### config.mk
export PLATFORM = sky130hd
export DESIGN_NAME = decoder_stream
export DESIGN_NICKNAME = d
export VERILOG_FILES = /design/src/rtl/dec_pkg.sv /design/src/rtl/dec_skid_buf.sv /design/src/rtl/decoder_stream.sv
export SDC_FILE = /design/constraint.sdc
export NUM_CORES = 1
export LEC_CHECK = 0
export CAP_MARGIN = 10
export CORE_ASPECT_RATIO = 0.8
export CORE_UTILIZATION = 40
export DETAILED_ROUTE_END_ITERATION = 7
export GPL_TIMING_DRIVEN = 0
export SKIP_LAST_GASP = 1
export SLEW_MARGIN = 30
export SYNTH_ARGS = -nofsm -noshare
export SYNTH_HDL_FRONTEND = slang
export SYNTH_HIERARCHICAL = 1
export SYNTH_SLANG_ARGS = --single-unit
### constraint.sdc
create_clock -name clk -period 1.8 [get_ports clk]
set_clock_uncertainty 0.2 [all_clocks]
set_input_delay 0.45 -clock clk [delete_from_list [all_inputs] [get_ports clk]]
set_output_delay 0.45 -clock clk [all_outputs]
set_load 0.02 [all_outputs]
### src/rtl/dec_pkg.sv
// dec_pkg: shared types and the decode function for decoder_stream.
// The decode function works on a fixed maximum width so it does not depend on
// module parameters; callers slice off the OUT_W bits they need.
package dec_pkg;

    typedef enum logic [1:0] {
        DEC_ONEHOT   = 2'b00,
        DEC_THERMO   = 2'b01,
        DEC_ONEHOT_N = 2'b10,
        DEC_RSVD     = 2'b11
    } dec_mode_e;

    localparam int unsigned DEC_SEL_MAX = 6;                 // widest legal select
    localparam int unsigned DEC_MAX_W   = 1 << DEC_SEL_MAX;  // widest legal output

    // Legal configuration: 1 <= in_w <= 6 and 2 <= out_w <= 2**in_w.
    function automatic bit dec_cfg_ok(input int unsigned in_w, input int unsigned out_w);
        return (in_w >= 1) && (in_w <= DEC_SEL_MAX) && (out_w >= 2) && (out_w <= (1 << in_w));
    endfunction

    // Returns {err, y}. Out-of-range select or reserved mode forces y to zero.
    function automatic logic [DEC_MAX_W:0] dec_word(input logic [DEC_SEL_MAX-1:0] sel,
                                                    input dec_mode_e mode,
                                                    input int unsigned out_w);
        logic [DEC_MAX_W-1:0] y;
        logic                 err;
        int unsigned          s;
        s   = 32'(sel);
        y   = '0;
        err = (s >= out_w) || (mode == DEC_RSVD);
        for (int unsigned i = 0; i < DEC_MAX_W; i++) begin
            if (i < out_w) begin
                case (mode)
                    DEC_ONEHOT:   y[i] = (i == s);
                    DEC_THERMO:   y[i] = (i <= s);
                    DEC_ONEHOT_N: y[i] = (i != s);
                    default:      y[i] = 1'b0;
                endcase
            end
        end
        if (err) y = '0;
        return {err, y};
    endfunction

endpackage

### src/rtl/dec_skid_buf.sv
// dec_skid_buf: W-bit valid/ready register with one skid entry behind it.
// in_ready is registered (no combinational path from out_ready); it drops the
// cycle after the skid entry fills.
module dec_skid_buf #(
    parameter int unsigned W = 9
) (
    input  logic         clk,
    input  logic         rst,
    input  logic         in_valid,
    output logic         in_ready,
    input  logic [W-1:0] in_data,
    output logic         out_valid,
    input  logic         out_ready,
    output logic [W-1:0] out_data
);

    logic         skid_valid;
    logic [W-1:0] skid_data;
    logic         acc;
    logic         out_free;

    assign acc      = in_valid && in_ready;
    assign out_free = !out_valid || out_ready;

    // Output register refills from skid first (FIFO order), then from the input.
    always_ff @(posedge clk) begin
        if (rst) begin
            out_valid  <= 1'b0;
            out_data   <= '0;
            skid_valid <= 1'b0;
            skid_data  <= '0;
            in_ready   <= 1'b0;
        end else begin
            if (out_free) begin
                if (skid_valid) begin
                    out_valid <= 1'b1;
                    out_data  <= skid_data;
                    if (acc) begin
                        skid_data <= in_data;
                    end else begin
                        skid_valid <= 1'b0;
                    end
                    in_ready <= !acc;
                end else begin
                    out_valid <= acc;
                    if (acc) out_data <= in_data;
                    in_ready <= 1'b1;
                end
            end else begin
                // Output stalled: an accepted beat parks in the (empty) skid.
                if (acc) begin
                    skid_valid <= 1'b1;
                    skid_data  <= in_data;
                end
                in_ready <= !(acc || skid_valid);
            end
        end
    end

endmodule

### src/rtl/decoder_stream.sv
// decoder_stream: registered IN_W-to-OUT_W decoder (one-hot / thermometer /
// inverted one-hot) with valid/ready streaming and a 2-entry skid buffer.
// Optional feature: define DEC_PARITY_EN to add port par (even parity over
// {mode,sel}); a mismatching beat is emitted as y=0, err=1.
module decoder_stream
    import dec_pkg::*;
#(
    parameter int unsigned IN_W  = 3,
    parameter int unsigned OUT_W = 8
) (
    input  logic             clk,
    input  logic             rst,
    input  logic             in_valid,
    output logic             in_ready,
    input  logic [IN_W-1:0]  sel,
    input  logic [1:0]       mode,
`ifdef DEC_PARITY_EN
    input  logic             par,
`endif
    output logic             out_valid,
    input  logic             out_ready,
    output logic [OUT_W-1:0] y,
    output logic             err
);

    localparam bit CFG_OK = dec_cfg_ok(IN_W, OUT_W);

    generate
        if (!CFG_OK) begin : g_bad_cfg
            $error("decoder_stream: illegal IN_W/OUT_W combination");
        end
    endgenerate

    logic [DEC_MAX_W:0] word;
    logic [OUT_W-1:0]   dec_y;
    logic               dec_err;
    logic               unused_word;

    assign word        = dec_word(DEC_SEL_MAX'(sel), dec_mode_e'(mode), OUT_W);
    assign unused_word = ^word;

    // Pick the OUT_W live bits of the decode and apply the optional parity check.
    always_comb begin
        dec_y   = word[OUT_W-1:0];
        dec_err = word[DEC_MAX_W];
`ifdef DEC_PARITY_EN
        if (par != ^{mode, sel}) begin
            dec_y   = '0;
            dec_err = 1'b1;
        end
`endif
    end

    dec_skid_buf #(.W(OUT_W + 1)) u_skid (
        .clk       (clk),
        .rst       (rst),
        .in_valid  (in_valid),
        .in_ready  (in_ready),
        .in_data   ({dec_err, dec_y}),
        .out_valid (out_valid),
        .out_ready (out_ready),
        .out_data  ({err, y})
    );

endmodule

* Word-level counts from Yosys, hierarchy flattened
Cells that the tools add are included.
** Storage, ports and cells
- Word-level logic and storage cells :: 63
- Bits in registers :: 21
- Output and inout port bits :: 11
** Operators by class
- Eq/ne operators :: 18
- Multiplexer cells :: 21
- Order comparisons :: 7
- Reduce and logical (&&, ||, !) cells :: 12
** Operator list (number)
- $mux W9 :: 5
- $pmux W1 S3 :: 8
- $eq A3 B3 Y1 const A :: 4
- $le A3 B3 Y1 const A :: 4
- $ne A3 B3 Y1 const A :: 4
- $mux W8 :: 1
- $mux W1 :: 7
- $eq A2 B3 Y1 const A :: 2
- $le A2 B3 Y1 const A :: 2
- $ne A2 B3 Y1 const A :: 2
- $eq A2 B2 Y1 const B :: 2
- $reduce_bool A2 Y1 :: 2
- $eq A1 B3 Y1 const A :: 1
- $le A1 B3 Y1 const A :: 1
- $logic_not A1 Y1 :: 3
- $logic_not A3 Y1 :: 1
- $ne A1 B3 Y1 const A :: 1
- $reduce_bool A3 Y1 :: 1
- $eq A2 B1 Y1 const B :: 1
- $logic_not A2 Y1 :: 1
- $logic_or A1 B1 Y1 :: 2
- $ne A2 B1 Y1 const B :: 1
- $reduce_and A2 Y1 :: 1
- $logic_and A1 B1 Y1 :: 1

* Logic depth before layout (Yosys ltp)
- Word-level depth :: 6
- Depth in mapped cells :: 6
- Mapped depth without buffers :: 5

* Cells and area by module
Netlist, hierarchy kept.
** Modules (own cells, without submodules)
- dec_skid_buf :: cells each 94, sequential area each 420.4 um2, area an instance 994.7 um2, times used 1
- decoder_stream :: cells each 39, sequential area each 0.0 um2, area an instance 260.2 um2, times used 1

* Worst setup path before layout
Ideal clock, no wire load.
- Path kind :: in2reg
- From :: input sel[2]
- To :: register u_skid.out_data[2]
- Setup time :: 0.079 ns
- Arrival :: 1.317 ns
- Setup slack :: 0.203 ns
- Cell stages on the path :: 5
- Cells stage by stage :: buf_4 > o21a_1 > nor4_2 > mux2i_1 > a211oi_2
** Between the ends
- Cells in the longest elaborated chain, start to end :: 5
- Elaborated cells on any way between the ends :: 7
** RTL lines
- from (decl) :: line decoder_stream.sv:15 : input logic [IN_W-1:0] sel,
- $le A2 B3 Y1, or another cell as far along :: line dec_pkg.sv:35 : DEC_THERMO: y[i] = (i <= s);
- $pmux W1 S3 * :: line dec_pkg.sv:33 : case (mode)
- $mux W8 * :: line dec_pkg.sv:41 : if (err) y = '0;
- via dec_y[2] :: line decoder_stream.sv:35 : logic [OUT_W-1:0] dec_y;
- $mux W9 * :: line dec_skid_buf.sv:46 : if (acc) out_data <= in_data;
- $mux W9 * :: line dec_skid_buf.sv:35 : if (skid_valid) begin
- to (signal assigned) :: line dec_skid_buf.sv:37 : out_data <= skid_data;
- to (signal assigned) :: line dec_skid_buf.sv:46
- to (decl) :: line dec_skid_buf.sv:14 : output logic [W-1:0] out_data
The timed path passes the listed nets; every way through them passes the cells marked *. The select of a mux whose other input is x is not followed.
A chain may end at the register's enable or synchronous reset.

* Worst setup path after layout
Same ends and word-level chain as after synthesis.

==> reports/qor_table.md <==
| Group | Quantity | This run |
| --- | --- | --- |
| placed design | Standard cell area after detailed placement | 0.001483 mm2 |
| power | Leakage dissipation | 0.5921 nW |
| grt | Antenna violations before repair | 0 |
| placed design | Last weighted congestion value of the routability-driven placer | 0.8360 |
| sta | Unrepaired setup endpoints after global routing | true |
| final layout | Post-route cell area | 0.001564 mm2 |
| floorplan | Count of standard-cell rows | 17 |
| grt | Wire length of the first global-routing pass | 4416 um |
| setup path | Required time of the worst setup path | 1780 ps |
| synth | Post-Synthesis Cells | 133 |
| sta | Worst hold margin | 272.9 ps |
| final layout | Total number of nets in the final design | 168 |
| sta | Final Hold Viols | 0 |
| setup path | Highest-delay cell along the critical path | sky130_fd_sc_hd__dlygate4sd2_1 |
| synth | Flip-flop and latch count after synthesis | 21 |
| floorplan | Number of top-level design ports | 20 |
| setup path | Crit Path Class | in -> reg |
| floorplan | Die height | 52.10 um |
| final layout | Number of diodes | 0 |
| synth | Area of the mapped netlist | 0.001255 mm2 |
| power | Power density over the cells | 668.9 mW/mm2 |
| final layout | Fraction of final layout cells sized beyond drive strength 1 | 22.15% |
| sta | FMAX | 578.9 MHz |
| power | Maximum ir drop on the vdd rail | 524.9 uV |
| synth | Seq/Total Area, Yosys | 33.50% |
| synth | Total of warnings raised by yosys | 6 |
| route | Number of detailed-route iterations in the first pass | 4 |
| clocking | Clk_lat worst skew | 260 ps |
| sta | Rel. slew slack | 78.70% |
| run status | Outcome | complete, no violations |
| grt | Number of global-route vias before repair | 1005 |
| clocking | TritonCTS buffer count | 3 |
| grt | Maximum number of pins on one net before global-route repair | 12 |
| setup path | Worst Setup Start Kind | primary input |
| setup path | Critical Path, Cell by Cell | dlygate4sd2_1, buf_4, o21a_1, nor4_4, mux2i_1, a211oi_2 |
| final layout | Final cell utilization of the core | 54.47% |
| sta | Slew at the pin closest to its max-slew limit | 317.0 ps |
| synth | Mean instance size in the synthesized netlist | 9.436 um2 |
| sta | Number of slew-limit violations in the final report | 0 |
| setup path | Critical Path Sink Type | flip-flop |
| synth | Syn nets | 142 |
| clocking | Buffer cell driving the clock tree root | sky130_fd_sc_hd__clkbuf_8 |
| clocking | Hold buffers post-CTS | 0 |
| final layout | Count of filler cells inserted in the layout | 294 |
| final layout | Synthesis-to-finish area growth | 24.63% |
| floorplan | Core region area | 0.002872 mm2 |
| job | Max-capacitance violation count | 0 |
| clocking | Depth of the CTS H-tree | 1 |
| route | Post-detailed-route wirelength per cell | 13.61 um |
| hold path | Worst min-delay path category | reg -> reg |
| route | Via count | 1019 |
| final layout | Reg area | 420.4 um2 |
| sta | Final Critical Period | 1727 ps |
| clocking | Clk pin slew, worst setup/hold paths | 70 ps |
| setup path | Cell type group with the largest total delay on the critical path | buffers and inverters |
| grt | Overall track demand over capacity in global routing | 17.48% |
| clocking | Clock Sink Count | 21 |
| route | Total Wirelength | 2668 um |
| floorplan | Die Outline Area | 0.003367 mm2 |
| setup path | Critical path's largest stage delay | 290 ps |
| setup path | Data arrival time of the critical path | 1710 ps |
| floorplan | Horizontal die dimension | 64.63 um |
| synth | Unique cell type count in the Yosys netlist | 25 |
| placed design | Final HPWL from detailed placement | 1944 um |
| sta | Ratio of final minimum period to clock period | 95.96% |
| route | Drt drc | 0 |
| final layout | Most frequent cells in the layout | sky130_fd_sc_hd__nand2b_1, sky130_fd_sc_hd__dfxtp_1, sky130_fd_sc_hd__mux2i_1 |
| route | Antenna Nets Post-Route | 0 |
| route | Detail-routed via count per cell | 5.199 |
| route | Drt first-iter violations | 38 |
| clocking | CTS tree | yes |
| setup path | Buffering stage count on the worst path with inverters included | 2 |
| final layout | Footprint of the multi-input gates | 763.2 um2 |
| placed design | IO buf count | 18 |
| sta | Count of final setup violators | 0 |
| setup path | Crit-path max FO | 10 |
| floorplan | Initial standard-cell utilization of the core | 43.70% |
| clocking | Max Root-Sink Buffers | 2 |
| grt | Overall overflow remaining after global route | 0 |
-- worst paths after layout --
| kind | from | endpoint | cells past startpoint | slack, ps |
|---|---|---|---|---|
| worst max-delay path | sel[2] | u_skid/out_data[2] | 6 | 70 |
| worst min-delay path | u_skid/skid_data[2] | u_skid/skid_data[2] | 2 | 270 |
| worst max register to register | u_skid/skid_valid | u_skid/out_data[1] | 3 | 370 |
| worst min register to register | u_skid/skid_data[2] | u_skid/skid_data[2] | 2 | 270 |
-- worst register-to-register path, stage by stage, from the launching register on --
cell and delay, ps:
sky130_fd_sc_hd__dfxtp_1 370, sky130_fd_sc_hd__buf_2 310, sky130_fd_sc_hd__mux2i_1 320, sky130_fd_sc_hd__a211oi_2 110
-- per-stage QoR --
stage	setup WS (ps)	power (mW)	std cells	TNS, ps
final	72.70	1.046	196	0
after global routing	-3.478	1.106	196	-3.478
after CTS	-79.42	1.055	193	-97.07
after detailed placement	-524.1	0.7591	189	-6124
after global placement	-490.8	0.7539	189	-5460
after floorplan	203.3	0.6751	133	0
-- cells in the mapped netlist, drive strengths merged --
cell,number,share of area (%)
or2,1,0.50
and2,3,1.7
o32ai,1,0.70
nand2b,21,10
nor2b,3,1.5
nor3,5,2.0
a21oi,12,4.8
nand2,2,0.60
buf,11,7.0
a21o,2,1.2
nor2,7,2.1
o21ai,2,0.80
maj3,1,0.80
xnor2,3,2.1
mux2i,19,15
dfxtp,21,33
a211oi,10,10
o21a,3,1.8
and4bb,1,1.0
clkbuf,2,0.60
nand3,2,0.80
nor4,1,1.0
-- logic make-up after synthesis --
family	share of synthesized area [%]
simple gates	21.64
mux	15.15
fa+ha+maj	0.7976
xor+xnor	2.094
flops	33.50
compound gates	19.24
buf+inv	7.577
-- power breakdown --
part,total [mW],leakage [nW],internal (mW),switching [mW]
combinational,0.250,0.398,0.115,0.135
sequential,0.494,0.171,0.485,0.00948
clock,0.302,0.0228,0.157,0.144
-- per-layer routing --
metal  share of wire [%]  vias to the layer above  global-route usage (%)
met4                0.86                        0                   5.185
met5                   0                        -                       0
met1                  47                      476                   21.26
met2                  48                       21                   30.00
li1                    -                      518                       -
met3                 3.8                        4                   5.044
-- sequential cells by signal (all words and copies together) (netlist names) --
signal	flops
u_skid/skid_data	9
u_skid/skid_valid	1
u_skid/out_valid	1
u_skid/out_data	9
u_skid/in_ready	1
-- layout make-up --
cell class	count	area share [%]
clock buffer	4	2.880
tap	38	3.040
multi-input combinational	99	48.80
sequential	21	26.88
buffer	13	6.400
timing repair buffer	21	12.00
-- what timing repair did --
action	4_1_cts	5_1_grt
pin swaps	1	6
endpoints found under the setup margin	21	12
gates cloned	0	0
setup buffers	0	3
gates resized for setup	18	5
Note: power is estimated with default switching activity, not from simulation.
